### src/rtl/pit_ctrl_sequencer.sv
// pit_ctrl_sequencer: 3-counter PIT control word / data byte sequencer.
// Define PIT_READBACK_EN to compile in the multi-counter read-back latch command.
module pit_ctrl_sequencer (
    input  logic        clk,
    input  logic        rst,
    input  logic        wr,
    input  logic        rd,
    input  logic [1:0]  addr,
    input  logic [7:0]  data_in,
    input  logic [15:0] cnt_val0,
    input  logic [15:0] cnt_val1,
    input  logic [15:0] cnt_val2,
    output logic [5:0]  cont_word0,
    output logic [5:0]  cont_word1,
    output logic [5:0]  cont_word2,
    output logic [7:0]  cnt_data,
    output logic [2:0]  de,
    output logic [2:0]  byte_hi,
    output logic [7:0]  data_out
);
    typedef enum logic {EXP_LSB, EXP_MSB} ptr_e;
    logic [5:0]  cw_q [3];
    logic [5:0]  cw_d [3];
    ptr_e        wptr_q [3];
    ptr_e        wptr_d [3];
    ptr_e        rptr_q [3];
    ptr_e        rptr_d [3];
    logic [15:0] latch_q [3];
    logic [15:0] latch_d [3];
    logic [15:0] cv [3];
    logic [2:0]  latched_q, latched_d;
    logic [7:0]  cnt_data_q, cnt_data_d, data_out_q, data_out_d;
    logic [2:0]  de_q, de_d, byte_hi_q, byte_hi_d;
    logic [1:0]  sc, rw_cmd, rw;
    logic [15:0] src;
    logic        hi;

    assign cv[0]  = cnt_val0;
    assign cv[1]  = cnt_val1;
    assign cv[2]  = cnt_val2;
    assign sc     = data_in[7:6];
    assign rw_cmd = data_in[5:4];

    always_comb begin
        cw_d       = cw_q;
        wptr_d     = wptr_q;
        rptr_d     = rptr_q;
        latch_d    = latch_q;
        latched_d  = latched_q;
        cnt_data_d = cnt_data_q;
        data_out_d = data_out_q;
        de_d       = '0;
        byte_hi_d  = '0;
        rw         = '0;
        src        = '0;
        hi         = 1'b0;
        if (wr && addr == 2'd3) begin
            if (sc != 2'd3) begin
                if (rw_cmd != 2'b00) begin
                    cw_d[sc]      = data_in[5:0];
                    wptr_d[sc]    = EXP_LSB;
                    rptr_d[sc]    = EXP_LSB;
                    latched_d[sc] = 1'b0;
                end else if (!latched_q[sc]) begin
                    latch_d[sc]   = cv[sc];
                    latched_d[sc] = 1'b1;
                end
            end
`ifdef PIT_READBACK_EN
            else if (!data_in[5]) begin
                for (int n = 0; n < 3; n++)
                    if (data_in[n+1] && !latched_q[n]) begin
                        latch_d[n]   = cv[n];
                        latched_d[n] = 1'b1;
                    end
            end
`endif
        end else if (wr) begin
            rw = cw_q[addr][5:4];
            if (rw != 2'b00) begin
                cnt_data_d      = data_in;
                de_d[addr]      = 1'b1;
                byte_hi_d[addr] = rw == 2'b10 || (rw == 2'b11 && wptr_q[addr] == EXP_MSB);
                if (rw == 2'b11)
                    wptr_d[addr] = wptr_q[addr] == EXP_LSB ? EXP_MSB : EXP_LSB;
            end
        end else if (rd && addr == 2'd3) begin
            data_out_d = 8'h00;
        end else if (rd) begin
            rw         = cw_q[addr][5:4];
            src        = latched_q[addr] ? latch_q[addr] : cv[addr];
            hi         = rw == 2'b10 || (rw == 2'b11 && rptr_q[addr] == EXP_MSB);
            data_out_d = hi ? src[15:8] : src[7:0];
            if (rw == 2'b11)
                rptr_d[addr] = rptr_q[addr] == EXP_LSB ? EXP_MSB : EXP_LSB;
            // the latch lives until the final byte of the access sequence is read
            if (rw != 2'b00 && !(rw == 2'b11 && rptr_q[addr] == EXP_LSB))
                latched_d[addr] = 1'b0;
        end
    end

    always_ff @(posedge clk) begin
        if (rst) begin
            cw_q       <= '{default: '0};
            wptr_q     <= '{default: EXP_LSB};
            rptr_q     <= '{default: EXP_LSB};
            latch_q    <= '{default: '0};
            latched_q  <= '0;
            cnt_data_q <= '0;
            data_out_q <= '0;
            de_q       <= '0;
            byte_hi_q  <= '0;
        end else begin
            cw_q       <= cw_d;
            wptr_q     <= wptr_d;
            rptr_q     <= rptr_d;
            latch_q    <= latch_d;
            latched_q  <= latched_d;
            cnt_data_q <= cnt_data_d;
            data_out_q <= data_out_d;
            de_q       <= de_d;
            byte_hi_q  <= byte_hi_d;
        end
    end

    assign cont_word0 = cw_q[0];
    assign cont_word1 = cw_q[1];
    assign cont_word2 = cw_q[2];
    assign cnt_data   = cnt_data_q;
    assign de         = de_q;
    assign byte_hi    = byte_hi_q;
    assign data_out   = data_out_q;
endmodule

### config.mk
export PLATFORM = sky130hd
export DESIGN_NAME = pit_ctrl_sequencer
export DESIGN_NICKNAME = d
export VERILOG_FILES = /design/src/rtl/pit_ctrl_sequencer.sv
export SDC_FILE = /design/constraint.sdc
export NUM_CORES = 1
export LEC_CHECK = 0
export BUFFER_PORTS_ARGS = -buffer_cell sky130_fd_sc_hd__buf_4
export CAP_MARGIN = 40
export CORE_UTILIZATION = 40
export DETAILED_ROUTE_END_ITERATION = 10
export GPL_ROUTABILITY_DRIVEN = 0
export MAX_ROUTING_LAYER = met4
export RECOVER_POWER = 50
export SYNTH_ARGS = -nofsm -noshare
export SYNTH_HDL_FRONTEND = slang
export SYNTH_SLANG_ARGS = --single-unit
export TNS_END_PERCENT = 50
### constraint.sdc
create_clock -name clk -period 2.56 [get_ports clk]
set_input_delay 0.512 -clock clk [delete_from_list [all_inputs] [get_ports clk]]
set_output_delay 0.512 -clock clk [all_outputs]
set_load 0.02 [all_outputs]
# Word-level counts from Yosys, hierarchy flattened
# Cells that the tools add are included.
[op_classes] n_lt_le_gt_ge=8 eq_ne=9 mux=65 bitwise=17 n_reduce_logical=29
[op_table] operator="$mux W16" n=8
[op_table] operator="$bmux W16 S2" n=3
[op_table] operator="$mux W3" n=21
[op_table] operator="$bwmux W48" n=1
[op_table] operator="$demux W16 S2" n=1
[op_table] operator="$mux W8" n=3
[op_table] operator="$bwmux W18" n=1
[op_table] operator="$mux W6" n=3
[op_table] operator="$reduce_bool A2 Y1" n=8
[op_table] operator="$and A3 B3 Y3" n=5
[op_table] operator="$bmux W6 S2" n=1
[op_table] operator="$demux W6 S2" n=1
[op_table] operator="$mux W1" n=12
[op_table] operator="$reduce_and A6 Y1" n=2
[op_table] operator="$logic_and A1 B1 Y1" n=10
[op_table] operator="$not A3 Y3" n=3
[op_table] operator="$reduce_and A3 Y1" n=3
[op_table] operator="$bmux W1 S2" n=4
[op_table] operator="$demux W1 S2" n=4
[op_table] operator="$bwmux W3" n=2
[op_table] operator="$eq A2 B2 Y1 const B" n=3
[op_table] operator="$ge A3 B3 Y1 const B" n=2
[op_table] operator="$lt A2 B3 Y1 const B" n=2
[op_table] operator="$lt A3 B1 Y1 const B" n=2
[op_table] operator="other kinds (12)" n=23
[word_totals] reg_bits=97 in_bits=62 out_inout_bits=40

# Depth between registers and ports, before layout
# Gate-level depths: netlist (run 1).
[depth] word_depth=13 mapped_depth=8 depth_no_buf=5

# Worst setup path after synthesis (run 1)
# No wires, ideal clock.
[synth_timing] kind="in2reg" start="in addr[1]" end="reg data_out_q[1], in the netlist data_out[1]" arrival_time_ns=1.842 t_required_ns=2.443 path_slack_ns=0.601 path_stages=8 path_buffers=3 cell_sequence="buf_4 and2b_4 buf_6 a22o_1 buf_2 o211ai_1 o311ai_1 a32o_1"
[synth_between] elab_chain_len=10 word_cells_on_any_way=29
[synth_lines] item="start, declared" line_no="8" source="input logic [1:0] addr,"
[synth_lines] item="$not A2 Y3 (not written as such)" line_no="90, 91, 92"
[synth_lines] item="$bmux W6 S2" line_no="90" source="rw = cw_q[addr][5:4];"
[synth_lines] item="$mux W6 (not written as such) (2 in series)" line_no="90"
[synth_lines] item="$eq A2 B2 Y1" line_no="92" source="hi = rw == 2'b10 || (rw == 2'b11 && rptr_q[addr] == EXP_MSB);"
[synth_lines] item="$logic_and A1 B1 Y1" line_no="92"
[synth_lines] item="$logic_or A1 B1 Y1" line_no="92"
[synth_lines] item="$mux W8" line_no="93" source="data_out_d = hi ? src[15:8] : src[7:0];"
[synth_lines] item="$mux W8" line_no="89" source="end else if (rd) begin"
[synth_lines] item="$mux W8" line_no="87" source="end else if (rd && addr == 2'd3) begin"
[synth_lines] item="end signal, assigned" line_no="120" source="data_out_q <= data_out_d;"
[synth_lines] item="end, declared" line_no="32" source="logic [7:0] cnt_data_q, cnt_data_d, data_out_q, data_out_d;"
# Several ways; a longest one is shown, not always the timed one. The select of a mux whose other input is x is not followed.
# A chain may end at the register's enable or synchronous reset.

==> results.md, run 1 <==
- Result of the run: complete, no violations
- Arrival time worst endpoint: 2.38 ns
- Largest net degree at the start of global routing: 56
- Internal power: 2.47 mW
- Number of buffers and inverters on the critical path: 1
- Vias per inst: 5.56
- Overall routed net length: 14400 µm
- Die height: 115 µm
- Dpl ws: 0.179 ns
- Path class of the lowest-slack min-delay path: in -> reg
- Post_cts resized: 0
- Wire length of the first global-routing pass: 23400 µm
- Post-synthesis instance total: 557
- Top area cells in the synthesized netlist: dfxtp_1 (38%), mux2i_1 (17%), nor2_1 (7.2%)
- GRT Residual Overflow: 0
- Share of async-settable or async-resettable flops after synthesis: 0
- IO Pins: 102
- Max incr delay on CP: 0.61 ns
- Vias in the first global route: 4457
- Launch point of the worst reg-to-reg path: cont_word1[4]$_SDFFE_PP0P_
- Clock tree from TritonCTS: built
- Hold-fix buffers, CTS: 0
- Fmax: 469 MHz
- Number of I/O port buffers: 101
- DRC errors left: 0
- Initial antenna violation count: 0
- Post-synthesis simple-gate area fraction: 0.149
- Switching share of power: 0.264
- Top fanout value on the critical path: 17
- Destination of the worst hold path: cnt_data[3]$_SDFFE_PP0P_
- Area of the die: 13300 µm²
- Accumulated negative setup slack: 0 ns
- Flop-to-flop setup slack: 0.57 ns
- Final worst clock skew: 0.00872 ns
- Proportion of synthesized area in mux cells: 0.186
- Part of the power in the clock network: 0.413
- Adder-cell share of the synthesized area: 0
- Final-report max-slew violation count: 0
- Combinational family with the most area after synthesis: compound AO/OA/AOI/OAI gates
- Hold Path Cell Cnt: 3
- Post-CTS clock slew at the launch and capture registers of the worst setup and hold paths: 0.07 ns
- Count of antenna-violating nets left after detailed routing: 0
- Post-CTS Setup Repair Bufs: 0
- CP max stage cell: a2bb2oi_1
- Total standard cell area after synthesis: 5130 µm²
- Leakage Power: 2.31 nW
- Critical path, cell by cell: buf_4 -> mux2i_1 -> a2bb2oi_1 -> nand2_1 -> and4_1 -> nor4_1
- Share of Yosys cell area claimed by the top area cell type: 0.378
- Maximum level of the CTS H-tree: 3
- Routed wire length per instance: 17.7 µm
- Violation count after the first detailed-routing iteration: 325
- Starting density of the core: 0.408
- Fraction of the cycle the final worst path needs: 0.832
- Crit path time final: 2.13 ns
- Worst r2r path cells: 5
- Cell family with most CP delay: simple AND/OR/NAND/NOR gates
- Max_cap viols: 0
- Combinational share of power: 0.127
- DR vias: 4539
- Buffer type at the clock tree root: clkbuf_16
- Slew at the pin closest to its max-slew limit: 0.914 ns
- Maximum buffer depth of the clock tree: 2
- Xor/xnor cell area share of the yosys netlist: 0
- Die width: 115 µm
- Proportion of layout cells with a drive suffix above 1: 0.193
- Count of final hold-check violations: 0
- Share of the synthesized area in compound gates (AO/OA/AOI/OAI): 0.237
- Sequential share of power: 0.459
- Source-to-sink clock delay at the later pin of the worst-skew pair: 0.35 ns
- Unrepaired setup endpoints after global routing: no
- Max-slew headroom at the worst pin: 0.391
- Net load switching power: 0.887 mW
- Most repeated cell in the gate-level netlist after synthesis: nor2_1
- Placed wire-length estimate after detailed placement: 10400 µm
- Critical hold path startpoint: data_in[3]
- Worst setup path class: in -> reg
- # clock sinks: 97
- Number of unique standard cell types used by synthesis: 60
- Final setup violation count: 0
- CORE AREA: 12600 µm²
- Sequential-to-total area share from yosys stat: 0.378
- Synthesis-to-finish area growth: 19.6%
- Critical path data required time: 2.80 ns
- Row Count: 41
- Worst setup slack after layout: 0.429 ns
- Top_reg_cell synth: dfxtp_1
- CP Launch Type: primary input
- Number of synthesized flops with an enable pin: 0
- Commonest cells in the synthesized netlist: nor2_1 (99), dfxtp_1 (97), mux2i_1 (87)
- Maximum resistive drop on vdd: 0.000264 V
- Filler Cells Inserted: 1244
- Total CTS buffers: 9
- Overall routing resource usage: 0.236
- Final #Nets: 701
- Worst Setup End Kind: flop
- Flops & latches, synth: 97
- Cell type with the largest total area after synthesis: dfxtp_1
- Power density cells: 546 nW/µm²
- Syn avg cell area: 9.21 µm²
- Total nets after synthesis: 619
- Detailed-routing iteration count for the pre-antenna-repair pass: 4
- Inserted Diodes: 0
- Synthesis Warnings: 0
==> power groups by stage <==
stage	Combinational [mW]	Clock, mW	Sequential (mW)
3_3_place_gp	0.429	0	1.58
6_report	0.427	1.39	1.54
4_1_cts	0.436	1.40	1.54
3_5_place_dp	0.435	0	1.58
5_1_grt	0.463	1.47	1.54
2_1_floorplan	0.251	0	1.58
==> kinds of logic after synthesis <==
group / after synthesis
buf+inv: 51
mux: 94
simple gates: 163
compound gates: 152
flops: 97
==> registers in the layout (all words and copies together) (netlist names), 6 cells and up, named ones only <==
name,count
latch_q,48
cnt_data,8
data_out,8
cont_word0,6
cont_word1,6
cont_word2,6
==> through the flow <==
step / cells / utilization / power, mW / area, µm² / hold slack, ns
after global placement: 800 / 0.480 / 2.01 / 6030 / 0.477
after floorplan: 557 / - / 1.83 / 5130 / 0.443
after detailed placement: 800 / 0.480 / 2.01 / 6030 / 0.482
final: 816 / 0.489 / 3.35 / 6140 / 0.429
after global routing: 816 / 0.489 / 3.48 / 6140 / 0.440
after CTS: 816 / 0.504 / 3.38 / 6330 / 0.423
==> worst max path at each step <==
stage,to,depth (start not counted),slack [ns],start
floorplan,data_out[1]$_SDFFE_PP0P_,8,0.60,addr[1]
global placement,data_out[7]$_SDFFE_PP0P_,6,0.26,addr[0]
detailed placement,data_out[7]$_SDFFE_PP0P_,6,0.18,addr[0]
CTS,data_out[7]$_SDFFE_PP0P_,6,0.54,addr[0]
global route,flop,6,0.33,addr[0]
finish,flop,6,0.43,addr[0]
==> layer usage <==
layer	GRT usage	vias to the layer above	routed length [µm]	part of all wire
li1	-	2216	-	-
met1	0.305	2161	6760	0.47
met2	0.364	132	6620	0.46
met3	0.0348	30	647	0.045
met4	0.104	0	422	0.029
met5	-	-	0	0
==> layout by cell type (no fill, tap or decap), drive strengths merged, types with 3 or more instances in the layout <==
master / netlist / routed
a211oi: 52 / 52
a21oi: 30 / 30
a22o: 5 / 5
a2bb2oi: 3 / 3
a31oi: 3 / 3
a41oi: 3 / 3
and3: 4 / 4
buf: 25 / 76
clkbuf: 21 / 50
clkinv: 1 / 5
dfxtp: 97 / 97
inv: 4 / 6
mux2: 6 / 6
mux2i: 88 / 88
nand2: 22 / 22
nand2b: 5 / 5
nand3: 5 / 5
nor2: 101 / 101
nor3: 12 / 12
nor4: 4 / 4
o2111a: 4 / 4
o211ai: 6 / 6
o21ai: 16 / 16
o22a: 3 / 3
o2bb2ai: 7 / 7
==> worst register-to-register path: cells and delay by family, from the launching register on <==
kind | cells | cell delay (ns)
AND/OR/NAND/NOR | 3 | 0.62
flip-flops | 1 | 0.33
AO/OA/AOI/OAI | 1 | 0.61
multiplexers | 1 | 0.33
==> cell type report <==
type / count / area, µm² / area share
clock buffers: 9 / 225 / 0.0367
repair buffers: 117 / 763 / 0.124
clock inverters: 7 / 78.8 / 0.0128
well taps: 172 / 215 / 0.0350
flip-flops and latches: 97 / 1940 / 0.316
multi-input cells: 409 / 2900 / 0.472
inverters: 5 / 18.8 / 0.00306
(Power assumes the default switching activity.)
==> inputs of run 2 (changes only) <==
- clock period: 2.56 -> 2 ns (I/O delays scaled with it)
==> results.md, run 2 (synthesis results as in run 1) <==
- Fraction of the cycle the final worst path needs: 0.883
- Top fanout value on the critical path: 32 (+15)
- Worst r2r path cells: 6 (+1)
- Starting density of the core: 0.408 (unchanged)
- Vias per inst: 5.46 (-1.9%)
- Total power consumption of the routed design: 4.29 mW (+28%)
- CORE AREA: 12600 µm² (unchanged)
- Detailed-routing iteration count for the pre-antenna-repair pass: 4 (unchanged)
- Placement Cell Area: 6220 µm² (+3.2%)
- Flop-to-flop setup slack: 0.24 ns (-0.33 ns)
- Violation count after the first detailed-routing iteration: 249 (-23%)
- Maximum level of the CTS H-tree: 3 (unchanged)
- Unrepaired setup endpoints after global routing: no
- Hold-fix buffers, CTS: 0 (unchanged)
- Fmax: 566 MHz
- Power density cells: 680 nW/µm² (+24%)
- Hold Path Cell Cnt: 3 (unchanged)
- Count of antenna-violating nets left after detailed routing: 0 (unchanged)
- Critical hold path startpoint: data_in[3]
- Maximum buffer depth of the clock tree: 2 (unchanged)
- Reg-to-reg endpoint: cnt_data[1]$_SDFFE_PP0P_
- Worst Setup End Kind: flop
- Final worst clock skew: 0.00505 ns (-0.00367 ns)
- Area of the die: 13300 µm² (unchanged)
- Design Area, Final: 6300 µm² (+2.7%)
- Count of final hold-check violations: 0 (unchanged)
- Leakage Power: 2.41 nW (+4.4%)
- Source-to-sink clock delay at the later pin of the worst-skew pair: 0.35 ns (about the same)
- Overall routed net length: 14900 µm (+2.9%)
- Maximum resistive drop on vdd: 0.000380 V (+44%)
- Initial antenna violation count: 0 (unchanged)
- Wire length of the first global-routing pass: 23600 µm (+0.68%)
- Vias in the first global route: 4350 (-2.4%)
- Routed wire length per instance: 17.7 µm (+0.29%)
- IO Pins: 102 (unchanged)
- Die width: 115 µm (unchanged)
- Proportion of layout cells with a drive suffix above 1: 0.209 (+0.0165)
- Number of I/O port buffers: 101 (unchanged)
- Inserted Diodes: 0 (unchanged)
- Overall routing resource usage: 0.241 (+0.00493)
- Clock tree from TritonCTS: built
- Path class of the lowest-slack min-delay path: in -> reg
- Placed wire-length estimate after detailed placement: 11000 µm (+5.0%)
- Largest Register: latch_q
- Synthesis-to-finish area growth: 22.8%
- Critical path data required time: 2.26 ns (-0.54 ns)
- Arrival time worst endpoint: 2.03 ns (-0.35 ns)
- Number of flip-flops in the largest register: 48 (unchanged)
- Final instance count without filler cells: 837 (+2.6%)
- Final setup violation count: 0 (unchanged)
- # clock sinks: 97 (unchanged)
- Result of the run: complete, no violations
- Commonest non-fill, non-tap cells in the layout: nor2_1 (101), dfxtp_1 (97), buf_4 (91)
- Post-CTS Setup Repair Bufs: 0 (unchanged)
- Total CTS buffers: 9 (unchanged)
- Final-report max-slew violation count: 0 (unchanged)
- Die height: 115 µm (unchanged)
- Slew at the pin closest to its max-slew limit: 0.631 ns (-0.283 ns)
- CP Launch Type: primary input
- Buffer type at the clock tree root: clkbuf_16
- Crit path time final: 1.77 ns
- DRC errors left: 0 (unchanged)
- Post-CTS clock slew at the launch and capture registers of the worst setup and hold paths: 0.06 ns (about the same)
- Worst setup path class: in -> reg
- Post_cts resized: 0 (unchanged)
- GRT Residual Overflow: 0 (unchanged)
- Commonest non-fill, non-tap cell in the layout: nor2_1
- Max_cap viols: 0 (unchanged)
- Max-slew headroom at the worst pin: 0.579 (+0.189)
- Destination of the worst hold path: cnt_data[3]$_SDFFE_PP0P_
- Placed cell count: 821 (+2.6%)
- DR vias: 4569 (+0.66%)
- Launch point of the worst reg-to-reg path: cont_word0[5]$_SDFFE_PP0P_
- Row Count: 41 (unchanged)
- Final #Nets: 722 (+3.0%)
- Largest net degree at the start of global routing: 56 (unchanged)
## run 2: cell count changes in the layout (fill, tap and decap cells not counted), sizes merged
cell	before	now
inv	6	4
buf	76	97
clkinv	5	3
clkbuf	50	54
## run 2: how the worst max path moves through the flow
stage	startpoint	cells after the start	to	slack [ns]
final	addr[0]	7	latch_q[15]$_SDFFE_PP0P_	0.23
after global placement	addr[0]	6	data_out[7]$_SDFFE_PP0P_	-0.009
after CTS	flop	5	data_out[7]$_SDFFE_PP0P_	0.25
after detailed placement	addr[0]	6	data_out[7]$_SDFFE_PP0P_	-0.07
after floorplan	addr[1]	8	data_out[1]$_SDFFE_PP0P_	0.15
after global routing	cont_word1[4]$_SDFFE_PP0P_	6	cnt_data[3]$_SDFFE_PP0P_	0.09
## run 2: critical path, cell delays in order
cell and delay [ns]:
buf_4 0.18, nand3_1 0.13, or3_1 0.43, nor3_1 0.36, buf_12 0.23, nor2_1 0.06
a211oi_1 0.23
## run 2: area by class of cell
type	count	area, µm²
flip-flops and latches	97	1940
clock buffers	13	250
repair buffers	138	958
multi-input cells	409	2880
fillers	1281	6260
inverters	5	18.8
well taps	172	215
clock inverters	3	40.0
## run 2: where the power goes
part / leakage, nW / switching (mW) / internal [mW]
registers: 0.783 / 0.0169 / 1.95
clock network: 0.144 / 0.733 / 1.00
logic: 1.48 / 0.332 / 0.248
## run 2: metrics by stage
step	utilization	worst slack [ns]	hold slack, ns	setup TNS [ns]
4_1_cts	0.518	0.250	0.308	0
5_1_grt	0.502	0.0896	0.327	0
2_1_floorplan	-	0.153	0.443	0
3_3_place_gp	0.495	-0.00900	0.475	-0.00900
3_5_place_dp	0.495	-0.0727	0.475	-0.252
6_report	0.502	0.234	0.315	0
## run 2: routing by layer
| metal | routed length (µm) | up-vias | part of all wire | GRT usage |
|---|---|---|---|---|
| li1 | - | 2256 | - | - |
| met1 | 7010 | 2173 | 0.47 | 0.307 |
| met2 | 6850 | 116 | 0.46 | 0.376 |
| met3 | 654 | 24 | 0.044 | 0.0506 |
| met4 | 342 | 0 | 0.023 | 0.0857 |
| met5 | 0 | - | 0 | - |
